## src/rtl/fetch_unit.sv

```systemverilog
// Instruction-fetch stage: PC register, instruction-memory addressing and a
// 2-entry prefetch buffer presented to decode over a valid/ready handshake.
module fetch_unit #(
   parameter int unsigned        ADDR_W   = 8,
   parameter int unsigned        DATA_W   = 32,
   parameter logic [ADDR_W-1:0] RESET_PC = 8'h00
) (
   input  logic              clk,
   input  logic              rst_n,
   output logic [ADDR_W-1:0] imem_addr,
   input  logic [DATA_W-1:0] imem_inst,
   input  logic              redirect_valid,
   input  logic [ADDR_W-1:0] redirect_pc,
   output logic              out_valid,
   input  logic              out_ready,
   output logic [DATA_W-1:0] out_inst,
   output logic [ADDR_W-1:0] out_pc,
   output logic [ADDR_W-1:0] out_pc_plus4
);

   localparam logic [DATA_W-1:0] Nop       = DATA_W'(32'h0000_0013);
   localparam logic [ADDR_W-1:0] AlignMask = ~ADDR_W'(3);
   localparam logic [ADDR_W-1:0] Four      = ADDR_W'(4);

   typedef enum logic [1:0] {StEmpty, StOne, StFull} state_e;

   state_e            state_q, state_d;
   logic [ADDR_W-1:0] pc_q, pc_d;
   logic              rd_ptr_q, rd_ptr_d;
   logic              wr_ptr_q, wr_ptr_d;
   logic [ADDR_W-1:0] ent_pc_q   [2];
   logic [DATA_W-1:0] ent_inst_q [2];
   logic              pop, push;

   assign imem_addr    = pc_q & AlignMask;
   assign out_valid    = (state_q != StEmpty);
   assign out_inst     = out_valid ? ent_inst_q[rd_ptr_q] : Nop;
   assign out_pc       = out_valid ? ent_pc_q[rd_ptr_q] : '0;
   assign out_pc_plus4 = out_pc + Four;

   always_comb begin
      pop      = out_valid & out_ready;
      push     = ~redirect_valid & ((state_q != StFull) | pop);
      state_d  = state_q;
      pc_d     = pc_q;
      rd_ptr_d = rd_ptr_q ^ pop;
      wr_ptr_d = wr_ptr_q ^ push;

      if (push) begin
         pc_d = pc_q + Four;
      end

      unique case (state_q)
         StEmpty: if (push)         state_d = StOne;
         StOne:   if (push && !pop) state_d = StFull;
                  else if (!push && pop) state_d = StEmpty;
         StFull:  if (!push && pop) state_d = StOne;
         default: state_d = StEmpty;
      endcase

      // Redirect wins: a same-cycle pop is consumed, everything else is dropped.
      if (redirect_valid) begin
         state_d  = StEmpty;
         rd_ptr_d = 1'b0;
         wr_ptr_d = 1'b0;
         pc_d     = redirect_pc & AlignMask;
      end
   end

   always_ff @(posedge clk or negedge rst_n) begin
      if (!rst_n) begin
         state_q  <= StEmpty;
         pc_q     <= RESET_PC;
         rd_ptr_q <= 1'b0;
         wr_ptr_q <= 1'b0;
         for (int i = 0; i < 2; i++) begin
            ent_pc_q[i]   <= '0;
            ent_inst_q[i] <= Nop;
         end
      end else begin
         state_q  <= state_d;
         pc_q     <= pc_d;
         rd_ptr_q <= rd_ptr_d;
         wr_ptr_q <= wr_ptr_d;
         if (push) begin
            ent_pc_q[wr_ptr_q]   <= imem_addr;
            ent_inst_q[wr_ptr_q] <= imem_inst;
         end
      end
   end

endmodule

```

## config.mk

```make
export PLATFORM = sky130hd
export DESIGN_NAME = fetch_unit
export DESIGN_NICKNAME = d
export VERILOG_FILES = /design/src/rtl/fetch_unit.sv
export SDC_FILE = /design/constraint.sdc
export NUM_CORES = 1
export LEC_CHECK = 0
export BUFFER_PORTS_ARGS = -buffer_cell sky130_fd_sc_hd__buf_2
export CAP_MARGIN = 20
export CORE_MARGIN = 4
export CORE_UTILIZATION = 45
export CTS_CLUSTER_DIAMETER = 200
export CTS_CLUSTER_SIZE = 30
export DETAILED_ROUTE_END_ITERATION = 16
export PLACE_DENSITY = 0.78
export SETUP_SLACK_MARGIN = 0.5
export SYNTH_ARGS = -nofsm -noshare
export SYNTH_HDL_FRONTEND = slang
export SYNTH_SLANG_ARGS = --single-unit
```

## constraint.sdc

```tcl
create_clock -name clk -period 2.1 [get_ports clk]
set_input_delay 0 -clock clk [delete_from_list [all_inputs] [get_ports clk]]
set_output_delay 0 -clock clk [all_outputs]
set_load 0.01 [all_outputs]
```

==> impl_results.html <==
<table>
<tr><th>Metric</th><th>Value</th></tr>
<tr><th colspan="2">GRT</th></tr>
<tr><td>Global-route congestion overflow total</td><td>0</td></tr>
<tr><td>Initial antenna violation count</td><td>0</td></tr>
<tr><td>Pin count of the biggest net entering global routing</td><td>46</td></tr>
<tr><td>First-pass GRT wire length</td><td>15130 um</td></tr>
<tr><td>Total global routing track utilization</td><td>0.1892</td></tr>
<tr><td>Via count of the first global-routing pass</td><td>3102</td></tr>
<tr><th colspan="2">Critical path</th></tr>
<tr><td>Worst setup EP type</td><td>primary output</td></tr>
<tr><td>Highest net fanout along the worst path</td><td>2</td></tr>
<tr><td>Critical path startpoint category</td><td>flip-flop</td></tr>
<tr><td>Worst path depth</td><td>7</td></tr>
<tr><td>Cell breakdown of the critical path</td><td>mux2i_1, or2_4, inv_2, ha_4, nand3_2, xnor2_2, buf_2</td></tr>
<tr><td>Cell family with most CP delay</td><td>flip-flops</td></tr>
<tr><td>Largest stage delay, worst path</td><td>0.43 ns</td></tr>
<tr><td>Flop2flop setup slack</td><td>0.37 ns</td></tr>
<tr><td>Data arrival time of the critical path</td><td>1.78 ns</td></tr>
<tr><td>Kind of critical path</td><td>flip-flop to primary output</td></tr>
<tr><td>Slowest library cell on the worst path</td><td>dfrtp_2</td></tr>
<tr><td>Required time at the endpoint of the critical path</td><td>2.10 ns</td></tr>
<tr><td>Number of cell instances on the worst register-to-register path</td><td>7</td></tr>
<tr><td>Worst path buffer plus inverter count</td><td>2</td></tr>
<tr><th colspan="2">STA</th></tr>
<tr><td>Maximum clock frequency</td><td>562.6 MHz</td></tr>
<tr><td>RSZ-0062 raised after global routing</td><td>yes</td></tr>
<tr><td>Final critical-path share of the clock period</td><td>0.8465</td></tr>
<tr><td>Fin Setup TNS</td><td>0 ns</td></tr>
<tr><td>Worst Max-Slew Pin Slew</td><td>0.5343 ns</td></tr>
<tr><td>Number of hold-slack violations in the final timing report</td><td>0</td></tr>
<tr><td>Final max-slew violation count</td><td>0</td></tr>
<tr><td>Time the worst path needs with I/O delays and setup</td><td>1.778 ns</td></tr>
<tr><td>Max Clock Skew</td><td>0.007267 ns</td></tr>
<tr><td>Number of setup violations in the final report</td><td>0</td></tr>
<tr><td>Slew Limit Headroom</td><td>0.6438</td></tr>
<tr><th colspan="2">Logic synthesis</th></tr>
<tr><td>Sequential cell area fraction in the yosys report</td><td>0.5337</td></tr>
<tr><td>Syn Std Cell Area</td><td>4046 um^2</td></tr>
<tr><td>Synthesis warning total</td><td>0</td></tr>
<tr><td>Synth top area cells</td><td>dfrtp_1, mux2_2, mux2i_1</td></tr>
<tr><td>Share of Yosys cell area claimed by the top area cell type</td><td>0.4947</td></tr>
<tr><td>Cell type with the highest aggregate area in the netlist</td><td>dfrtp_1</td></tr>
<tr><td>Number of unique standard cell types used by synthesis</td><td>30</td></tr>
<tr><td>Synthesized netlist cell count</td><td>314</td></tr>
<tr><td>Average size of a mapped cell</td><td>12.89 um^2</td></tr>
<tr><td>Number of flip-flops and latches in the synthesized netlist</td><td>86</td></tr>
<tr><th colspan="2">Power and ir drop</th></tr>
<tr><td>Proportion of total power due to net switching</td><td>0.3058</td></tr>
<tr><td>Internal Power</td><td>3.466 mW</td></tr>
<tr><td>Maximum vdd ir drop</td><td>0.4317 mV</td></tr>
<tr><td>Ratio of total power to cell area</td><td>849.8 nW/um^2</td></tr>
<tr><td>Lkg Pwr</td><td>2.675 nW</td></tr>
<tr><td>Portion of total power attributed to the clock network</td><td>0.215</td></tr>
<tr><td>Net switching power of the design</td><td>1.527 mW</td></tr>
<tr><td>Power share of the combinational group</td><td>0.318</td></tr>
<tr><td>Seq pwr share</td><td>0.467</td></tr>
<tr><th colspan="2">Detailed routing</th></tr>
<tr><td>Vias post-DR</td><td>2966</td></tr>
<tr><td>First-iteration detailed-routing DRC count</td><td>45</td></tr>
<tr><td>Remaining DRCs</td><td>0</td></tr>
<tr><td>Final wirelength</td><td>9932 um</td></tr>
<tr><td>Avg Vias per Cell</td><td>5.019</td></tr>
<tr><td>Routed wirelength normalized by instance count</td><td>16.81 um</td></tr>
<tr><td>Detailed-router iteration count before antenna repair</td><td>4</td></tr>
<tr><td>Remaining antenna violation count</td><td>0</td></tr>
<tr><th colspan="2">Placed design</th></tr>
<tr><td>Routability congestion estimate from global placement</td><td>0.7310</td></tr>
<tr><td>Number of port buffers</td><td>92</td></tr>
<tr><td>Area after DPL</td><td>4636 um^2</td></tr>
<tr><td>Placed Cells incl. Taps</td><td>507</td></tr>
<tr><td>Half-perimeter wire length after placement</td><td>5842 um</td></tr>
<tr><th colspan="2">Clock network</th></tr>
<tr><td>Number of clock sinks</td><td>86</td></tr>
<tr><td>Maximum clock path buffer count</td><td>2</td></tr>
<tr><td>CTS clock-pin slew for the worst setup and hold paths</td><td>0.08 ns</td></tr>
<tr><td>CTS root buf</td><td>clkbuf_8</td></tr>
<tr><td>Count of H-tree levels built during CTS</td><td>3</td></tr>
<tr><td>Num CTS Buffers</td><td>9</td></tr>
<tr><td>Clk_lat worst skew</td><td>0.35 ns</td></tr>
<tr><td>Clock tree from TritonCTS</td><td>built</td></tr>
<tr><th colspan="2">Finish</th></tr>
<tr><td>Final Cell Area</td><td>5874 um^2</td></tr>
<tr><td>Number of nets in the layout</td><td>526</td></tr>
<tr><td>Post-route non-filler standard cell count</td><td>591</td></tr>
<tr><td>Growth of design area from synthesis to finish</td><td>45.18%</td></tr>
<tr><td>Final core utilization</td><td>0.6736</td></tr>
<tr><td>Share of cells above drive strength 1</td><td>0.5114</td></tr>
<tr><td>Number of diodes</td><td>0</td></tr>
<tr><th colspan="2">Floorplan</th></tr>
<tr><td>Number of placed I/O pins</td><td>101</td></tr>
<tr><td>Area of the die</td><td>10570 um^2</td></tr>
<tr><td>Std cell rows</td><td>34</td></tr>
<tr><td>Vertical extent of the die</td><td>102.8 um</td></tr>
<tr><td>Die X-Extent</td><td>102.8 um</td></tr>
<tr><td>Initial Util</td><td>0.4640</td></tr>
<tr><td>Total core area</td><td>8721 um^2</td></tr>
<tr><th colspan="2">Min path</th></tr>
<tr><td>HP Class</td><td>input pin to flip-flop</td></tr>
<tr><td>Min-Delay Path Depth</td><td>3</td></tr>
<tr><th colspan="2">Status</th></tr>
<tr><td>Run status</td><td>completed</td></tr>
<tr><th colspan="2">Flow run</th></tr>
<tr><td>Count of max-cap constraint violations</td><td>0</td></tr>
</table>
[area by class of cell]
class                      instances  area [um^2]
multi-input combinational        207         1856
timing repair buffer             171         1526
inverter                           3        11.26
clock inverter                     6        45.04
fill                             628         2846
tap                              108        135.1
sequential                        86         2163
clock buffer                      10        137.6
[sequential cells by signal, indices dropped and copies added, names as in the netlist]
signal,flops
state_q,2
pc_q,6
ent_pc_q,12
wr_ptr_q,1
rd_ptr_q,1
ent_inst_q,64
[cells in the mapped netlist]
| cell type | n |
|---|---|
| mux2_2 | 76 |
| dfstp_2 | 6 |
| conb_1 | 1 |
| nand4b_1 | 1 |
| or2_2 | 1 |
| nand3b_1 | 1 |
| nor2_1 | 37 |
| a211oi_2 | 1 |
| nor2_2 | 1 |
| ha_1 | 4 |
| xor2_1 | 5 |
| buf_4 | 10 |
| a21oi_1 | 1 |
| buf_2 | 8 |
| nand3_1 | 3 |
| nor3b_4 | 1 |
| nand3_2 | 1 |
| nor2_4 | 1 |
| nand2_1 | 11 |
| o21ai_0 | 5 |
| dfrtp_1 | 80 |
| buf_6 | 1 |
| nor2b_1 | 2 |
| mux2i_1 | 39 |
| nor3_1 | 2 |
| xnor2_1 | 5 |
| o21ai_1 | 1 |
| nand2b_1 | 2 |
| clkbuf_1 | 4 |
| inv_1 | 3 |
[kinds of logic after synthesis]
logic type,count (synthesis),synth area share
xor gates and xnor gates,10,0.02164
other,1,0.0009268
and+or+nand+nor,64,0.07390
AOI/OAI and AO/OA,8,0.01175
adders and majority gates,4,0.01237
DFF,86,0.5337
buffers and inverters,26,0.03772
muxes,115,0.3080
[power groups by stage]
stage               Sequential (mW)  Combinational (mW)  Clock, mW
detailed placement             2.37                1.24          0
global placement               2.33                1.20          0
global route                   2.39                1.71       1.19
finish                         2.33                1.59       1.07
floorplan                      2.28               0.897          0
CTS                            2.32                1.49       1.09
[timing repair]
action | CTS | global route
gates resized for setup | 35 | 11
endpoints found under the hold margin | 113 | 0
buffers inserted | 16 | 1
setup endpoints to repair | 112 | 105
hold buffers | 40 | 0
gates cloned | 5 | 6
pin swaps | 6 | 1
[final timing paths]
| path | start | end |
|---|---|---|
| hold reg to reg | ent_inst_q[56] | ent_inst_q[56] |
| min in group asynchronous | rst_n | pc_q[3] |
| hold / removal | redirect_valid | state_q[1] |
| max in group asynchronous | rst_n | ent_inst_q[32] |
| setup reg to reg | state_q[1] | ent_inst_q[23] |
| setup / recovery | rd_ptr_q | out_pc_plus4[6] |
[stage by stage]
stage / setup slack, ns / hold WS (ns) / power, mW
floorplan: 0.4323 / -0.2956 / 3.181
global placement: 0.3643 / 0.007796 / 3.520
detailed placement: 0.2892 / 0.01718 / 3.606
CTS: 0.3217 / 0.06402 / 4.906
global route: 0.2179 / 0.07412 / 5.293
finish: 0.3224 / 0.07328 / 4.992
[routing by layer]
metal | global-route usage | up-vias | routed length, um
met1 | 0.2232 | 1483 | 4163
met5 | 0 | - | 0
met3 | 0.03451 | 12 | 363
met2 | 0.3456 | 68 | 5271
met4 | 0.06474 | 0 | 133
li1 | - | 1403 | -
[cells in the final DEF (no fill, tap or decap), types with 11 or more instances in the layout]
cell type / n
buf_12: 11
buf_2: 91
buf_4: 13
dfrtp_1: 77
dlygate4sd3_1: 40
mux2_2: 66
mux2i_1: 39
nand2_1: 11
nor2_1: 34
[worst reg2reg max path, cell delays in order, from the launching register on]
cell and delay (ns):
dfrtp_2 0.44, nor3b_4 0.17, nor2_4 0.14, ha_4 0.17, buf_12 0.12, buf_12 0.12
buf_12 0.12, mux2_2 0.33
Note: power is estimated with default switching activity, not from simulation.
